`src/rtl/microwave_pkg.sv`:
```
// Shared types and helpers for the microwave cook-time countdown.
package microwave_pkg;

   // Controller states, 2-bit encoding
   typedef enum logic [1:0] {
      ST_IDLE   = 2'd0,
      ST_RUN    = 2'd1,
      ST_PAUSED = 2'd2,
      ST_DONE   = 2'd3
   } state_t;

   // Largest seconds value in packed BCD
   localparam logic [7:0] BCD_MAX_SEC = 8'h59;

   // Alarm counter width: counts 0 .. n-1, never narrower than one bit
   function automatic int alarm_cnt_w(input int n);
      return (n < 2) ? 1 : $clog2(n);
   endfunction

   // A packed BCD byte is well formed when units <= 9 and tens <= max_tens
   function automatic logic bcd_byte_ok(input logic [7:0] b, input logic [3:0] max_tens);
      return (b[3:0] <= 4'd9) && (b[7:4] <= max_tens);
   endfunction

   // Decimal value of a packed BCD byte
   function automatic int bcd_to_int(input logic [7:0] b);
      return int'(b[7:4]) * 10 + int'(b[3:0]);
   endfunction

endpackage

```
`src/rtl/cook_timer_if.sv`:
```
// Keypad/door inputs and display/magnetron outputs of the cook timer.
interface cook_timer_if;

   logic       tick_1hz;
   logic       load;
   logic [7:0] load_mm;
   logic [7:0] load_ss;
   logic       start;
   logic       pause;
   logic       clear;
   logic       door_open;

   logic [7:0] mm_bcd;
   logic [7:0] ss_bcd;
   logic       running;
   logic       done;
   logic       beep;
   logic       load_err;

   // Controller side: drives the inputs, watches the outputs
   modport master (
      output tick_1hz, load, load_mm, load_ss, start, pause, clear, door_open,
      input  mm_bcd, ss_bcd, running, done, beep, load_err
   );

   // Timer side
   modport slave (
      input  tick_1hz, load, load_mm, load_ss, start, pause, clear, door_open,
      output mm_bcd, ss_bcd, running, done, beep, load_err
   );

endinterface

```
`src/rtl/bcd_mmss_dec.sv`:
```
// Combinational one-second decrement of a packed-BCD MM:SS value.
// At 00:00 the value is passed through unchanged and zero is flagged.
module bcd_mmss_dec
   import microwave_pkg::*;
(
   input  logic [7:0] mm_in,
   input  logic [7:0] ss_in,
   output logic [7:0] mm_out,
   output logic [7:0] ss_out,
   output logic       zero
);

   // Borrow chain: ss units -> ss tens -> mm units -> mm tens
   always_comb begin
      mm_out = mm_in;
      ss_out = ss_in;
      zero   = (mm_in == 8'h00) && (ss_in == 8'h00);
      if (!zero) begin
         if (ss_in[3:0] != 4'd0) begin
            ss_out = {ss_in[7:4], ss_in[3:0] - 4'd1};
         end else if (ss_in[7:4] != 4'd0) begin
            ss_out = {ss_in[7:4] - 4'd1, 4'd9};
         end else begin
            ss_out = BCD_MAX_SEC;
            if (mm_in[3:0] != 4'd0) begin
               mm_out = {mm_in[7:4], mm_in[3:0] - 4'd1};
            end else begin
               mm_out = {mm_in[7:4] - 4'd1, 4'd9};
            end
         end
      end
   end

endmodule

```
`src/rtl/cook_timer.sv`:
```
// Microwave cook-time countdown. Holds MM:SS in BCD, decrements on each
// 1 Hz strobe while running, then beeps for ALARM_SECS strobes.
module cook_timer
   import microwave_pkg::*;
#(
   parameter int MAX_MIN    = 99,
   parameter int ALARM_SECS = 3
) (
   input  logic          clk,
   input  logic          rst_n,
   cook_timer_if.slave   bus
);

   localparam int CNT_W = alarm_cnt_w(ALARM_SECS);
   localparam logic [CNT_W-1:0] CNT_LAST = CNT_W'(ALARM_SECS - 1);

   state_t           state_q, state_n;
   logic [7:0]       mm_q, mm_n;
   logic [7:0]       ss_q, ss_n;
   logic [CNT_W-1:0] cnt_q, cnt_n;
   logic             done_q, done_n;
   logic             err_q, err_n;
   logic             running_q;
   logic             beep_q;

   logic [7:0]       dec_mm;
   logic [7:0]       dec_ss;
   logic             time_zero;
   logic             load_ok;
   logic             start_ok;

   bcd_mmss_dec u_dec (
      .mm_in  (mm_q),
      .ss_in  (ss_q),
      .mm_out (dec_mm),
      .ss_out (dec_ss),
      .zero   (time_zero)
   );

   // Load value is accepted only when it is proper BCD within range
   always_comb begin
      load_ok = bcd_byte_ok(bus.load_mm, 4'd9)
             && bcd_byte_ok(bus.load_ss, BCD_MAX_SEC[7:4])
             && (bcd_to_int(bus.load_mm) <= MAX_MIN);
      start_ok = ((state_q == ST_IDLE) || (state_q == ST_PAUSED))
              && !bus.door_open && !time_zero;
   end

   // State register
   always_ff @(posedge clk) begin
      if (!rst_n) state_q <= ST_IDLE;
      else        state_q <= state_n;
   end

   // Next state and next data; an ignored command falls through to lower-priority ones
   always_comb begin
      state_n = state_q;
      mm_n    = mm_q;
      ss_n    = ss_q;
      cnt_n   = cnt_q;
      done_n  = 1'b0;
      err_n   = 1'b0;
      if (bus.clear) begin
         state_n = ST_IDLE;
         mm_n    = 8'h00;
         ss_n    = 8'h00;
         cnt_n   = '0;
      end else if ((bus.door_open || bus.pause) && (state_q == ST_RUN)) begin
         // Any strobe on this edge is discarded
         state_n = ST_PAUSED;
      end else if (bus.start && start_ok) begin
         // A coincident strobe is not counted
         state_n = ST_RUN;
      end else if (bus.load && (state_q != ST_RUN)) begin
         if (load_ok) begin
            mm_n    = bus.load_mm;
            ss_n    = bus.load_ss;
            state_n = ST_IDLE;
            cnt_n   = '0;
         end else begin
            err_n = 1'b1;
         end
      end else if (bus.tick_1hz) begin
         case (state_q)
            ST_RUN: begin
               if (!time_zero) begin
                  mm_n = dec_mm;
                  ss_n = dec_ss;
                  if ((dec_mm == 8'h00) && (dec_ss == 8'h00)) begin
                     state_n = ST_DONE;
                     done_n  = 1'b1;
                     cnt_n   = '0;
                  end
               end
            end
            ST_DONE: begin
               if (cnt_q == CNT_LAST) begin
                  state_n = ST_IDLE;
                  cnt_n   = '0;
               end else begin
                  cnt_n = cnt_q + CNT_W'(1);
               end
            end
            default: ;
         endcase
      end
   end

   // Time, alarm counter and registered outputs
   always_ff @(posedge clk) begin
      if (!rst_n) begin
         mm_q      <= 8'h00;
         ss_q      <= 8'h00;
         cnt_q     <= '0;
         done_q    <= 1'b0;
         err_q     <= 1'b0;
         running_q <= 1'b0;
         beep_q    <= 1'b0;
      end else begin
         mm_q      <= mm_n;
         ss_q      <= ss_n;
         cnt_q     <= cnt_n;
         done_q    <= done_n;
         err_q     <= err_n;
         running_q <= (state_n == ST_RUN);
         beep_q    <= (state_n == ST_DONE);
      end
   end

   assign bus.mm_bcd   = mm_q;
   assign bus.ss_bcd   = ss_q;
   assign bus.running  = running_q;
   assign bus.done     = done_q;
   assign bus.beep     = beep_q;
   assign bus.load_err = err_q;

endmodule

```
`src/flat_wrapper.sv`:
```
// flat-port wrapper written by rule: the top's interface ports become plain ports
module cook_timer_flat import microwave_pkg::*;
#(
   parameter int MAX_MIN    = 99,
   parameter int ALARM_SECS = 3
)
  (clk, rst_n, bus_tick_1hz, bus_load, bus_load_mm, bus_load_ss, bus_start, bus_pause, bus_clear, bus_door_open, bus_mm_bcd, bus_ss_bcd, bus_running, bus_done, bus_beep, bus_load_err);
  cook_timer_if bus_i ();
  input  logic clk;
  input  logic rst_n;
  input wire logic [$bits(bus_i.tick_1hz)-1:0] bus_tick_1hz;
  input wire logic [$bits(bus_i.load)-1:0] bus_load;
  input wire logic [$bits(bus_i.load_mm)-1:0] bus_load_mm;
  input wire logic [$bits(bus_i.load_ss)-1:0] bus_load_ss;
  input wire logic [$bits(bus_i.start)-1:0] bus_start;
  input wire logic [$bits(bus_i.pause)-1:0] bus_pause;
  input wire logic [$bits(bus_i.clear)-1:0] bus_clear;
  input wire logic [$bits(bus_i.door_open)-1:0] bus_door_open;
  output wire logic [$bits(bus_i.mm_bcd)-1:0] bus_mm_bcd;
  output wire logic [$bits(bus_i.ss_bcd)-1:0] bus_ss_bcd;
  output wire logic [$bits(bus_i.running)-1:0] bus_running;
  output wire logic [$bits(bus_i.done)-1:0] bus_done;
  output wire logic [$bits(bus_i.beep)-1:0] bus_beep;
  output wire logic [$bits(bus_i.load_err)-1:0] bus_load_err;
  assign bus_i.tick_1hz = bus_tick_1hz;
  assign bus_i.load = bus_load;
  assign bus_i.load_mm = bus_load_mm;
  assign bus_i.load_ss = bus_load_ss;
  assign bus_i.start = bus_start;
  assign bus_i.pause = bus_pause;
  assign bus_i.clear = bus_clear;
  assign bus_i.door_open = bus_door_open;
  assign bus_mm_bcd = bus_i.mm_bcd;
  assign bus_ss_bcd = bus_i.ss_bcd;
  assign bus_running = bus_i.running;
  assign bus_done = bus_i.done;
  assign bus_beep = bus_i.beep;
  assign bus_load_err = bus_i.load_err;
  cook_timer #(.MAX_MIN(MAX_MIN), .ALARM_SECS(ALARM_SECS)) u_core (.clk(clk), .rst_n(rst_n), .bus(bus_i));
endmodule
```
`config.mk`:
```
export PLATFORM = sky130hd
export DESIGN_NAME = cook_timer_flat
export DESIGN_NICKNAME = d
export VERILOG_FILES = /design/src/rtl/microwave_pkg.sv /design/src/rtl/cook_timer_if.sv /design/src/rtl/bcd_mmss_dec.sv /design/src/rtl/cook_timer.sv /design/src/flat_wrapper.sv
export SDC_FILE = /design/constraint.sdc
export NUM_CORES = 1
export LEC_CHECK = 0
export CAP_MARGIN = 20
export CELL_PAD_IN_SITES_DETAIL_PLACEMENT = 1
export CELL_PAD_IN_SITES_GLOBAL_PLACEMENT = 2
export CORE_MARGIN = 2
export CORE_UTILIZATION = 32
export CTS_CLUSTER_DIAMETER = 200
export DETAILED_ROUTE_END_ITERATION = 16
export PLACE_DENSITY = 0.94
export SLEW_MARGIN = 30
export SYNTH_ARGS = -nofsm -noshare
export SYNTH_HDL_FRONTEND = slang
export SYNTH_SLANG_ARGS = --single-unit
```
`constraint.sdc`:
```
create_clock -name clk -period 9.9 [get_ports clk]
set_input_delay 2.475 -clock clk [delete_from_list [all_inputs] [get_ports clk]]
set_output_delay 2.475 -clock clk [all_outputs]
set_load 0.1 [all_outputs]
```
# == Yosys cells after proc, flatten, opt, wreduce, memory -nomap -nowiden ==
# Index checks and enable logic that the tools add are counted.
# word_totals
register_bits,24
latchBits,0
ram_bits,0
romBits,0
out_inout_bits,20
mem_count,0
# op_classes
n_addsub,6
multipliers,1
div_mod_pow,0
n_lt_le_gt_ge,5
eq_ne,11
n_shift,0
mux,36
n_bitwise,6
n_reduce_logical,31
# op_table
op,n
8-bit two-way mux,17
32-bit by 5-bit adder with 32-bit output,1
"32-bit by 8-bit <= comparator with 1-bit output, second input constant",1
8-bit logical NOT,4
2-bit two-way mux,15
"4-bit by 1-bit subtractor with 4-bit output, second input constant",4
"4-bit <= comparator, second input constant",3
4-bit nonzero test,3
1-bit logical AND,11
"2-bit == test, second input constant",4
2-bit one-hot mux with 2 select lines,2
8-bit OR reduction,1
"4-bit by 3-bit multiplier with 7-bit output, second input constant",1
7-bit AND reduction,1
"3-bit != test, second input constant",2
1-bit inverter,6
6-bit AND reduction,1
5-bit OR reduction,1
"2-bit by 1-bit == test with 1-bit output, second input constant",2
"4-bit by 3-bit <= comparator with 1-bit output, second input constant",1
"2-bit by 1-bit != test with 1-bit output, second input constant",2
2-bit nonzero test,2
3-bit nonzero test,1
"2-bit by 1-bit adder with 2-bit output, second input constant",1
6 further kinds,9

# == Logic depth before layout (Yosys ltp) ==
# Gate-level depths: netlist (run 1).
# depth
depth_word,16
depth_mapped,11
depth_no_buf,11

# == By module ==
# Synthesis (run 1) repeated with hierarchy kept, for this count alone.
# unflattened
hier_cells,252
area_unflattened_um2,1988.2
# modules_own_cells
mod,instances,cells_per_inst,area_each_um2,seq_area_each_um2
cook_timer,1,195,1646.6,480.5
bcd_mmss_dec,1,57,341.6,0.0

# == Least setup slack after synthesis (run 1) ==
# No wires, ideal clock.
# synth_path
path_kind,input -> register
from,in bus_load_mm[5]
to,"reg u_core.mm_q[1], in the netlist u_core.bus.mm_bcd[1]"
t_arrival_ns,4.921
required_ns,9.829
setup_slack_ns,4.908
cell_stages,10
path_buffers,0
path_cell_list,ha_1 > ha_1 > fa_1 > xnor2_1 > nor4_1 > a32o_1 > o31ai_2 > o211ai_4 > or3_1 > a21oi_1
# synth_between
elab_chain_len,6
elab_cells_between_ends,9
classes_between,1 x add/sub; 1 x mul; 2 x order compare; 1 x eq/ne; 4 x reduce/logical
# synth_lines
element,line_no,rtl
"start, declared",flat_wrapper.sv:13,input wire logic [$bits(bus_i.load_mm)-1:0] bus_load_mm;
4-bit by 3-bit multiplier with 7-bit output or 4-bit <= comparator (tied branches),"microwave_pkg.sv:27, microwave_pkg.sv:22",
32-bit by 5-bit adder with 32-bit output or 1-bit logical AND (tied branches),"microwave_pkg.sv:27, microwave_pkg.sv:22",
32-bit by 8-bit <= comparator with 1-bit output or 1-bit logical AND (tied branches),"cook_timer.sv:44, cook_timer.sv:43",
1-bit logical AND *,cook_timer.sv:44,&& (bcd_to_int(bus.load_mm) <= MAX_MIN);
2-bit by 1-bit != test with 1-bit output (no line) *,--,
6-bit AND reduction (no line) *,--,
"end signal, assigned",cook_timer.sv:120,mm_q <= mm_n;
"end, declared",cook_timer.sv:18,"logic [7:0] mm_q, mm_n;"
# Every way passes the cells marked *; elsewhere a longest branch is shown, timed or not.
# A chain may end at the register's enable or synchronous reset.

# == Final worst setup path (run 1) ==
# layout_path
from,in bus_load_mm[7]
to,"reg u_core.mm_q[1], in the netlist u_core.bus.mm_bcd[1]"
# Same word-level chain as after synthesis.

==> run_results.csv, run 1 <==
group,metric,value,unit
synth,synth-edff-count,0,
critical_path,arrival,5960,ps
cts,post_cts_buffers,0,
cts,htreeDepth,1,
critical_path,cpPeakStageDelay,610,ps
synth,synthMuxAreaShare,1.47,%
timing,fin_setup_tns,0,ps
cts,cts-root-buf,"clkbuf_8",
synth,synthFlopType,"dfxtp_1",
critical_path,startpoint_type,"primary input",
cts,clockBufferDepth,2,
detailed_routing,drtAntennaViolNets,0,
critical_path,worstSetupPathType,"in -> reg",
global_routing,antenna_found_initial,0,
critical_path,critPathMostFrequentCell,"ha_1",
power_and_ir_drop,p_leak,0.918,nW
synth,synth_top_area_share,23.4,%
cts,cts_tree,"built",
synth,ys_types,64,
critical_path,rrSetupSlack,7220,ps
global_routing,grt_usage,19.0,%
critical_path,r2r_cells,6,
die,die_y,84.0,um
detailed_routing,remaining_drc_errors,0,
detailed_routing,drt-total-wl,6540,um
placed_design,io_buffers,43,
placed_design,dp_hpwl,4960,um
finish,drive_gt1_share,7.34,%
synth,syn-instance-count,252,
min_path,min_delay_path_depth,2,
synth,synth.cell_area,2050,um^2
timing,tightest_slew,980,ps
finish,area_growth,25.3,%
cts,cts-hold-fix-buffers,0,
die,fp.dieW,84.0,um
detailed_routing,first_pass_iters,4,
synth,avgSynthCellArea,8.13,um^2
synth,synth_top_cell_by_area,"dfxtp_1",
placed_design,gp_congestion,0.836,
timing,setup_viol,0,
timing,rsz0062_at_grt,"no",
die,num_io_pins,44,
timing,final_hold_viol_count,0,
detailed_routing,via_count,2110,
synth,async_reset_ff_share,0,%
synth,synth-adder-area-share,8.06,%
timing,clock_skew,7.97,ps
synth,synth_warnings,0,
min_path,hp-class,"reg -> reg",
finish,seqCellArea,480,um^2
min_path,hold_path_end,"u_core.cnt_q[1]$_SDFFE_PP0P_",
power_and_ir_drop,power_density,99.7,nW/um^2
synth,synth_area_leaders,"dfxtp_1 23%, ha_1 6.1%, nor2_1 5.1%, a21oi_1 4.6%, nand2_1 4.4%",
cts,clkLatencyLatePin,280,ps
synth,yosys.area_share.simple,30.7,%
synth,synthXorXnorAreaFrac,0.855,%
synth,yosys_register_bits,24,
finish,fillCellCount,778,
critical_path,cp_cell_sequence,"clkdlybuf4s50_1, ha_1, ha_1, fa_1, xnor2_1, nor4_1, a32o_1, o31ai_2, o211ai_4, or3_1, a21oi_1",
finish,multi_input_comb_area,1450,um^2
finish,nNetsFinal,323,
synth,synth_fp_nets,288,
die,row_count,29,
timing,timing.hold.ws,488,ps
cts,numCtsBuffers,3,
die,dieArea,7060,um^2
critical_path,r2r-end,"u_core.bus.mm_bcd[5]$_SDFFE_PP0P_",
global_routing,grt_pass1_wl,11000,um
synth,synth_top_family_by_area,"simple AND/OR/NAND/NOR gates",
die,start_util,32.6,%
timing,report.final.slew_viol_count,0,
cts,cts_resized,0,
critical_path,worst-path-max-fanout,26,
timing,min_period,5760,ps
detailed_routing,drt_iter0_markers,95,
die,core,6280,um^2
global_routing,grt_pass1_vias,2176,
critical_path,r2r-start,"u_core.bus.ss_bcd[0]$_SDFFE_PP0P_",
flow_run,max_cap_violations,0,
critical_path,cp-end-kind,"register",
critical_path,crit_family,"compound AO/OA/AOI/OAI gates",
global_routing,grt_overflow_total,0,
finish,diodes,0,
detailed_routing,via_per_inst,5.81,
critical_path,cp_slowest_cell,"clkdlybuf4s50_1",
cts,clk_pin_slew,100,ps
outcome,status,"completed",
synth,synth_compound_area_share,29.7,%
timing,relSlewSlack,34.4,%
cts,clock-sinks,24,
power_and_ir_drop,ir_drop,0.0537,mV
detailed_routing,routedWlPerCell,18.0,um
timing,timing.final.crit_share,58.2,%
timing,fmaxAchievable,174,MHz
min_path,hold_start,"u_core.cnt_q[1]$_SDFFE_PP0P_",
critical_path,crit_buf_inv,1,
power_and_ir_drop,total_power,0.000256,W
global_routing,grt_max_degree,27,
synth,ys_seq_area_share,23.4,%
critical_path,crit_required,10100,ps
[how the worst max path moves through the flow]
stage                    from                           endpoint  depth (start not counted)
2_1_floorplan  bus_load_mm[5]  u_core.bus.mm_bcd[1]$_SDFFE_PP0P_                         10
3_3_place_gp   bus_load_mm[7]  u_core.bus.mm_bcd[1]$_SDFFE_PP0P_                         11
3_5_place_dp   bus_load_mm[5]  u_core.bus.mm_bcd[1]$_SDFFE_PP0P_                         11
4_1_cts        bus_load_mm[5]  u_core.bus.mm_bcd[1]$_SDFFE_PP0P_                         11
5_1_grt        bus_load_mm[5]      u_core.bus.running$_SDFF_PN0_                         12
6_report       bus_load_mm[7]  u_core.bus.mm_bcd[1]$_SDFFE_PP0P_                         11
[cell families after synthesis]
family	Yosys count
and+or+nand+nor	107
AOI/OAI and AO/OA	82
DFF	24
buffers and inverters	22
adders and majority gates	12
muxes	3
xor gates and xnor gates	2
[cells in the mapped netlist (5+ instances only)]
library cell and count:
o31ai_1 5, inv_1 8, nor2_1 28, a21oi_1 19, a31oi_1 6, nand2_1 24, nor4_1 7, o21ai_0 8
clkbuf_1 7, ha_1 10, nor3_1 7, dfxtp_1 24, nand2b_1 5
[cell usage in the layout (no fill, tap or decap), types with 6 or more instances in the layout]
master            n
dfxtp_1          24
nor3_1            7
inv_1             8
nor2_1           28
a21oi_1          19
nand2_1          24
a31oi_1           6
ha_1             10
o21ai_0           8
clkdlybuf4s50_1  43
nor4_1            7
[registers in the layout, indices dropped and copies added, names as in the netlist]
register             flops
u_core.cnt_q             2
u_core.state_q           2
u_core.bus.mm_bcd        8
u_core.bus.done          1
u_core.bus.beep          1
u_core.bus.ss_bcd        8
u_core.bus.running       1
u_core.bus.load_err      1
[tightest hold or removal path, delay by kind of cell (launching register included)]
| kind | cells | cell delay, ps |
|---|---|---|
| DFF | 1 | 330 |
| muxes | 1 | 60 |
| and+or+nand+nor | 1 | 60 |
[final cells by class]
| type | instances | share of cell area (%) |
|---|---|---|
| clock buffer | 3 | 1.61 |
| clock inverter | 1 | 1.17 |
| inverter | 8 | 1.17 |
| multi-input combinational | 206 | 56.5 |
| sequential | 24 | 18.7 |
| tap | 77 | 3.75 |
| timing repair buffer | 44 | 17.1 |
[power breakdown]
part | switching, W | internal (W) | total [W] | leakage (nW)
logic | 0.0000392 | 0.0000269 | 0.0000661 | 0.688
registers | 0.00000113 | 0.0000972 | 0.0000983 | 0.194
clock network | 0.0000373 | 0.0000542 | 0.0000915 | 0.0357
[metrics by stage]
stage,setup WS (ps),instance area [um^2],util [%],cells
floorplan,4910,2050,-,252
global placement,3990,2490,39.7,359
detailed placement,3820,2490,39.7,359
CTS,4120,2570,40.9,363
global route,3850,2570,40.9,363
finish,4140,2570,40.9,363
[layer usage]
layer	GRT usage (%)	wire length (um)
met1	25.0	3090
met2	32.8	3120
met3	1.88	237
met4	5.43	92
met5	0	0
Note: power is estimated with default switching activity, not from simulation.
==> inputs of run 2 (changes only) <==
Settings changed: CORE_UTILIZATION 32 to 27, PLACE_DENSITY 0.94 to 0.85.
Clock period 9.9 ns to 4.6 ns, I/O delays scaled along.
==> run 2 against run 1 <==
Against the previous run:
- global-route usage decreased by 2.7 points
- worst setup slack got worse by 3800 ps
- sequential share of layout area down 0.54 points
- utilization fell by 4.6 points
- final area rose by 3.0%
- worst hold slack got worse by 3.2 ps
- sequential power rose by 120%
- power grew 120%
- final cell count increased by 7.4%
- clock skew is 2.2 ps lower
- clock power is 120% higher
- critical path type unchanged
- largest power group unchanged
==> run_results.csv, run 2 (synthesized netlist as in run 1, its figures left out) <==
group,metric,value,unit
outcome,status,"completed",
critical_path,startpoint_type,"primary input",
critical_path,worst-path-max-fanout,7,
timing,relSlewSlack,34.4,%
critical_path,crit_required,4740,ps
detailed_routing,wl_met3,208,um
min_path,min_delay_path_depth,2,
min_path,hold_start,"u_core.cnt_q[1]$_SDFFE_PP0P_",
die,num_io_pins,44,
timing,report.final.slew_viol_count,0,
placed_design,gp_congestion,0.842,
placed_design,placed_cell_area,2570,um^2
finish,drive_gt1_share,8.59,%
timing,fmaxAchievable,236,MHz
global_routing,grt_pass1_wl,11000,um
power_and_ir_drop,power_frac_clock,35.6,%
detailed_routing,top_layer,"met4",
detailed_routing,first_pass_iters,4,
cts,htreeDepth,1,
power_and_ir_drop,switching_share,30.2,%
cts,cts_tree,"built",
cts,clock-sinks,24,
min_path,hp-class,"reg -> reg",
power_and_ir_drop,power.switching,0.000167,W
detailed_routing,wl_met1,3160,um
global_routing,grt_usage,16.3,%
critical_path,cp_cell_sequence,"clkdlybuf4s50_1, ha_1, ha_1, fa_1, nand2_1, nor4b_1, a211oi_1, nor4_1, a21oi_1, o311ai_0, o31ai_1",
cts,clkLatencyLatePin,290,ps
critical_path,critPathMostFrequentCell,"ha_1",
die,start_util,28.1,%
timing,min_period,4240,ps
cts,cts-hold-fix-buffers,0,
cts,numCtsBuffers,3,
timing,clock_skew,5.81,ps
finish,nNetsFinal,328,
global_routing,grt_pass1_vias,2167,
critical_path,worstSetupPathType,"in -> reg",
cts,post_cts_buffers,0,
finish,area_growth,29.0,%
cts,clk_pin_slew,100,ps
global_routing,grt_overflow_total,0,
cts,cts_resized,0,
global_routing,grt_max_degree,25,
critical_path,r2r_cells,8,
power_and_ir_drop,combPwrFrac,26.2,%
power_and_ir_drop,p_leak,0.947,nW
min_path,hold_path_end,"u_core.cnt_q[1]$_SDFFE_PP0P_",
detailed_routing,routed-wl-met2,3080,um
detailed_routing,drt_iter0_markers,83,
power_and_ir_drop,power_density,210,nW/um^2
die,core,7290,um^2
timing,tightest_slew,981,ps
power_and_ir_drop,power.internal,0.000387,W
die,dieArea,8300,um^2
cts,clockBufferDepth,2,
timing,timing.final.crit_share,92.1,%
critical_path,arrival,4380,ps
critical_path,rrSetupSlack,2040,ps
power_and_ir_drop,pwr-share-seq,38.2,%
timing,rsz0062_at_grt,"no",
critical_path,crit_family,"adder cells",
flow_run,max_cap_violations,0,
finish,fin_area,2640,um^2
detailed_routing,routedWlPerCell,16.8,um
finish,layout_commonest_cell,"clkdlybuf4s50_1",
timing,fin_setup_tns,0,ps
cts,cts-root-buf,"clkbuf_8",
timing,final_hold_viol_count,0,
die,row_count,31,
global_routing,antenna_found_initial,0,
critical_path,cp_slowest_cell,"fa_1",
timing,setup_viol,0,
die,fp.dieW,91.1,um
finish,final_cell_mix,"43 x clkdlybuf4s50_1, 28 x nor2_1, 24 x nand2_1, 24 x dfxtp_1, 19 x a21oi_1",
critical_path,r2r-start,"u_core.state_q[1]$_SDFF_PN0_",
detailed_routing,drtAntennaViolNets,0,
detailed_routing,drt-total-wl,6570,um
placed_design,dp_hpwl,5030,um
placed_design,io_buffers,43,
critical_path,r2r-end,"u_core.bus.ss_bcd[3]$_SDFFE_PP0P_",
die,die_y,91.1,um
detailed_routing,via_count,2171,
critical_path,cp-end-kind,"register",
detailed_routing,via_per_inst,5.57,
power_and_ir_drop,ir_drop,0.0953,mV
critical_path,crit_buf_inv,1,
detailed_routing,remaining_drc_errors,0,
finish,diodes,0,
critical_path,cpPeakStageDelay,610,ps
## run 2: changes by cell type in the layout (fill, tap and decap cells not counted), sizes merged
cell  before  now
buf        1    6
## run 2: power groups by stage
stage	Clock, W	Sequential, W	Combinational, W
floorplan	0	0.000224	0.0000828
global placement	0	0.000217	0.000142
detailed placement	0	0.000217	0.000145
CTS	0.000201	0.000212	0.000146
global route	0.000207	0.000212	0.000160
finish	0.000197	0.000212	0.000145
## run 2: worst max-delay path by stage
stage / slack [ps] / from / to / cells after the start
5_1_grt: 40 / bus_load_mm[5] / u_core.bus.mm_bcd[0]$_SDFFE_PP0P_ / 11
6_report: 360 / bus_load_mm[5] / u_core.bus.mm_bcd[0]$_SDFFE_PP0P_ / 11
4_1_cts: 380 / bus_load_mm[5] / u_core.bus.mm_bcd[0]$_SDFFE_PP0P_ / 11
2_1_floorplan: 930 / bus_load_mm[5] / u_core.bus.mm_bcd[1]$_SDFFE_PP0P_ / 10
3_3_place_gp: 220 / bus_load_mm[5] / u_core.bus.mm_bcd[6]$_SDFFE_PP0P_ / 11
3_5_place_dp: 80 / bus_load_mm[5] / u_core.bus.ss_bcd[3]$_SDFFE_PP0P_ / 12
## run 2: metrics by stage
| step | setup WS, ps | instances | util, % | hold slack, ps | total power [W] |
|---|---|---|---|---|---|
| 3_5_place_dp | 80.2 | 386 | 35.3 | 475 | 0.000362 |
| 5_1_grt | 35.1 | 390 | 36.3 | 524 | 0.000579 |
| 3_3_place_gp | 217 | 386 | 35.3 | 459 | 0.000358 |
| 6_report | 362 | 390 | 36.3 | 484 | 0.000554 |
| 2_1_floorplan | 933 | 252 | - | 447 | 0.000307 |
| 4_1_cts | 382 | 390 | 36.3 | 489 | 0.000559 |
## run 2: layer usage
layer,track usage [%],vias to the layer above
met1,21.6,1070
met2,26.8,49
met3,3.07,9
li1,-,1043
met5,0,-
met4,5.18,0
## run 2: final cells by class
cell class              instances  area, um^2
fillers                       905        4650
multi-input cells             206        1450
repair buffers                 49         488
flip-flops and latches         24         480
well taps                      99         124
clock buffers                   3        41.3
clock inverters                 1        30.0
inverters                       8        30.0
## run 2: worst register-to-register path, delay by kind of cell (launching register included)
family          cells  cell delay [ps]
simple gates        4             1280
compound gates      3              570
flops               1              410
buf+inv             1              210
==> inputs of run 3 (changes only) <==
Settings changed: REMOVE_ABC_BUFFERS set to 1.
==> run 3 against run 2 <==
Against the previous run:
- final area is 1.2% lower
- register-to-register slack improved by 20 ps
- clock-buffer cell count stayed put
- clock skew up 4.7 ps
- utilization is 0.43 points lower
- flip-flop and latch count unchanged
- maximum frequency shrank 0.55%
- routed wire length rose by 2.0%
- non-clock buffer count up 1
- die area unchanged
- critical path depth up 1
- critical path type unchanged
- largest cell class unchanged
- highest routed layer unchanged
==> run_results.csv, run 3 (synthesized netlist as in run 1, its figures left out) <==
group,metric,value,unit
timing,fin_ws,339,ps
timing,fin_setup_tns,0,ps
critical_path,startpoint_type,"primary input",
flow_run,max_cap_violations,0,
cts,numCtsBuffers,3,
die,row_count,31,
critical_path,arrival,4460,ps
cts,clockBufferDepth,2,
global_routing,grt_usage,16.6,%
cts,htreeDepth,1,
min_path,hold_path_end,"u_core.cnt_q[1]$_SDFFE_PP0P_",
detailed_routing,first_pass_iters,4,
critical_path,r2r_cells,8,
placed_design,io_buffers,43,
finish,area_growth,27.5,%
timing,setup_viol,0,
detailed_routing,remaining_drc_errors,0,
finish,fin_area,2610,um^2
critical_path,rrSetupSlack,2060,ps
placed_design,gp_congestion,0.829,
finish,nNetsFinal,329,
min_path,min_delay_path_depth,2,
cts,clock-sinks,24,
die,start_util,28.1,%
global_routing,grt_pass1_wl,11500,um
placed_design,placed_cell_area,2570,um^2
detailed_routing,via_per_inst,5.46,
min_path,hp-class,"reg -> reg",
cts,cts_tree,"built",
power_and_ir_drop,power_density,187,nW/um^2
timing,report.final.slew_viol_count,0,
critical_path,r2r-start,"u_core.state_q[1]$_SDFF_PN0_",
finish,drive_gt1_share,8.93,%
critical_path,cp-end-kind,"register",
die,dieArea,8300,um^2
cts,cts-hold-fix-buffers,0,
finish,final_cell_mix,"43 x clkdlybuf4s50_1, 28 x nor2_1, 24 x nand2_1, 24 x dfxtp_1, 18 x a21oi_1",
die,num_io_pins,44,
critical_path,cp_slowest_cell,"clkdlybuf4s50_1",
timing,final_hold_viol_count,0,
placed_design,preCtsSetupSlack,78.1,ps
detailed_routing,drtAntennaViolNets,0,
critical_path,worst-path-max-fanout,11,
power_and_ir_drop,ir_drop,0.0915,mV
critical_path,critPathMostFrequentCell,"ha_1",
timing,relSlewSlack,33.0,%
critical_path,crit_buf_inv,2,
finish,diodes,0,
timing,rsz0062_at_grt,"no",
cts,post_cts_buffers,0,
critical_path,crit_family,"compound AO/OA/AOI/OAI gates",
placed_design,dp_hpwl,5020,um
min_path,hold_start,"u_core.cnt_q[1]$_SDFFE_PP0P_",
cts,clkLatencyLatePin,270,ps
global_routing,grt_overflow_total,0,
critical_path,r2r-end,"u_core.bus.ss_bcd[3]$_SDFFE_PP0P_",
timing,min_period,4260,ps
cts,cts-root-buf,"clkbuf_8",
die,die_y,91.1,um
power_and_ir_drop,p_leak,0.931,nW
cts,clk_pin_slew,90,ps
detailed_routing,drt-total-wl,6700,um
timing,tightest_slew,1000,ps
timing,timing.final.crit_share,92.6,%
global_routing,antenna_found_initial,0,
outcome,status,"completed",
finish,fillCellCount,923,
die,fp.dieW,91.1,um
timing,clock_skew,10.5,ps
critical_path,cp_cell_sequence,"clkdlybuf4s50_1, ha_1, ha_1, fa_1, xnor2_1, nor4_1, a32o_1, o31ai_2, o211ai_4, buf_4, a311o_1, a21oi_1",
critical_path,worstSetupPathType,"in -> reg",
detailed_routing,via_count,2130,
die,core,7290,um^2
finish,finalNonFillerCells,390,
detailed_routing,drt_iter0_markers,84,
critical_path,cpPeakStageDelay,450,ps
global_routing,grt_pass1_vias,2267,
global_routing,grt_max_degree,25,
finish,layout_commonest_cell,"clkdlybuf4s50_1",
finish,final_util,35.8,%
critical_path,crit_required,4800,ps
timing,fmaxAchievable,235,MHz
detailed_routing,routedWlPerCell,17.2,um
placed_design,place_inst,387,
run 3: cell count changes in the layout (fill, tap and decap cells not counted), sizes merged:
cell,previous run,this run
buf,6,7
bufinv,1,0
run 3: per-stage QoR:
step	hold slack, ps	total power [W]
2_1_floorplan	447	0.000303
3_3_place_gp	458	0.000357
3_5_place_dp	469	0.000361
4_1_cts	481	0.000493
5_1_grt	517	0.000515
6_report	475	0.000489
run 3: worst max path at each step:
stage / start / to / slack [ps] / cells after the start
global placement: bus_load_mm[5] / u_core.bus.ss_bcd[3]$_SDFFE_PP0P_ / 150 / 12
floorplan: bus_load_mm[5] / u_core.bus.mm_bcd[1]$_SDFFE_PP0P_ / 800 / 10
detailed placement: bus_load_mm[5] / u_core.cnt_q[0]$_SDFFE_PP0P_ / 80 / 11
CTS: bus_load_mm[5] / u_core.cnt_q[0]$_SDFFE_PP0P_ / 350 / 11
finish: bus_load_mm[5] / u_core.bus.ss_bcd[3]$_SDFFE_PP0P_ / 340 / 12
global route: bus_load_mm[5] / u_core.bus.mm_bcd[6]$_SDFFE_PP0P_ / 80 / 11
run 3: where the power goes:
group / internal (W) / switching (W) / total [W]
logic: 0.0000608 / 0.0000856 / 0.000146
registers: 0.000209 / 0.00000248 / 0.000212
clock network: 0.0000588 / 0.0000720 / 0.000131
run 3: final cells by class:
cell class,count,area [um^2],share of cell area [%]
tap,99,124,4.74
timing repair buffer,50,483,18.5
sequential,24,480,18.4
inverter,8,30.0,1.15
multi-input combinational,206,1450,55.7
clock buffer,3,41.3,1.58
run 3: repair_timing:
action,CTS,global route
endpoints found under the setup margin,0,3
hold endpoints to repair,0,0
resized for setup,0,1
run 3: worst register-to-register path, delay by kind of cell (launching register included):
kind | cells | cell delay [ps]
compound gates | 3 | 570
simple gates | 4 | 1240
flops | 1 | 430
buf+inv | 1 | 240
run 3: routing by layer:
metal  track usage (%)  wire, um  vias up  part of all wire [%]
li1                  -         -     1041                     -
met1              22.6      3150     1034                    47
met2              28.3      3250       47                    48
met3              1.49       217        8                   3.2
met4              4.29        85        0                   1.3
met5                 0         0        -                     0
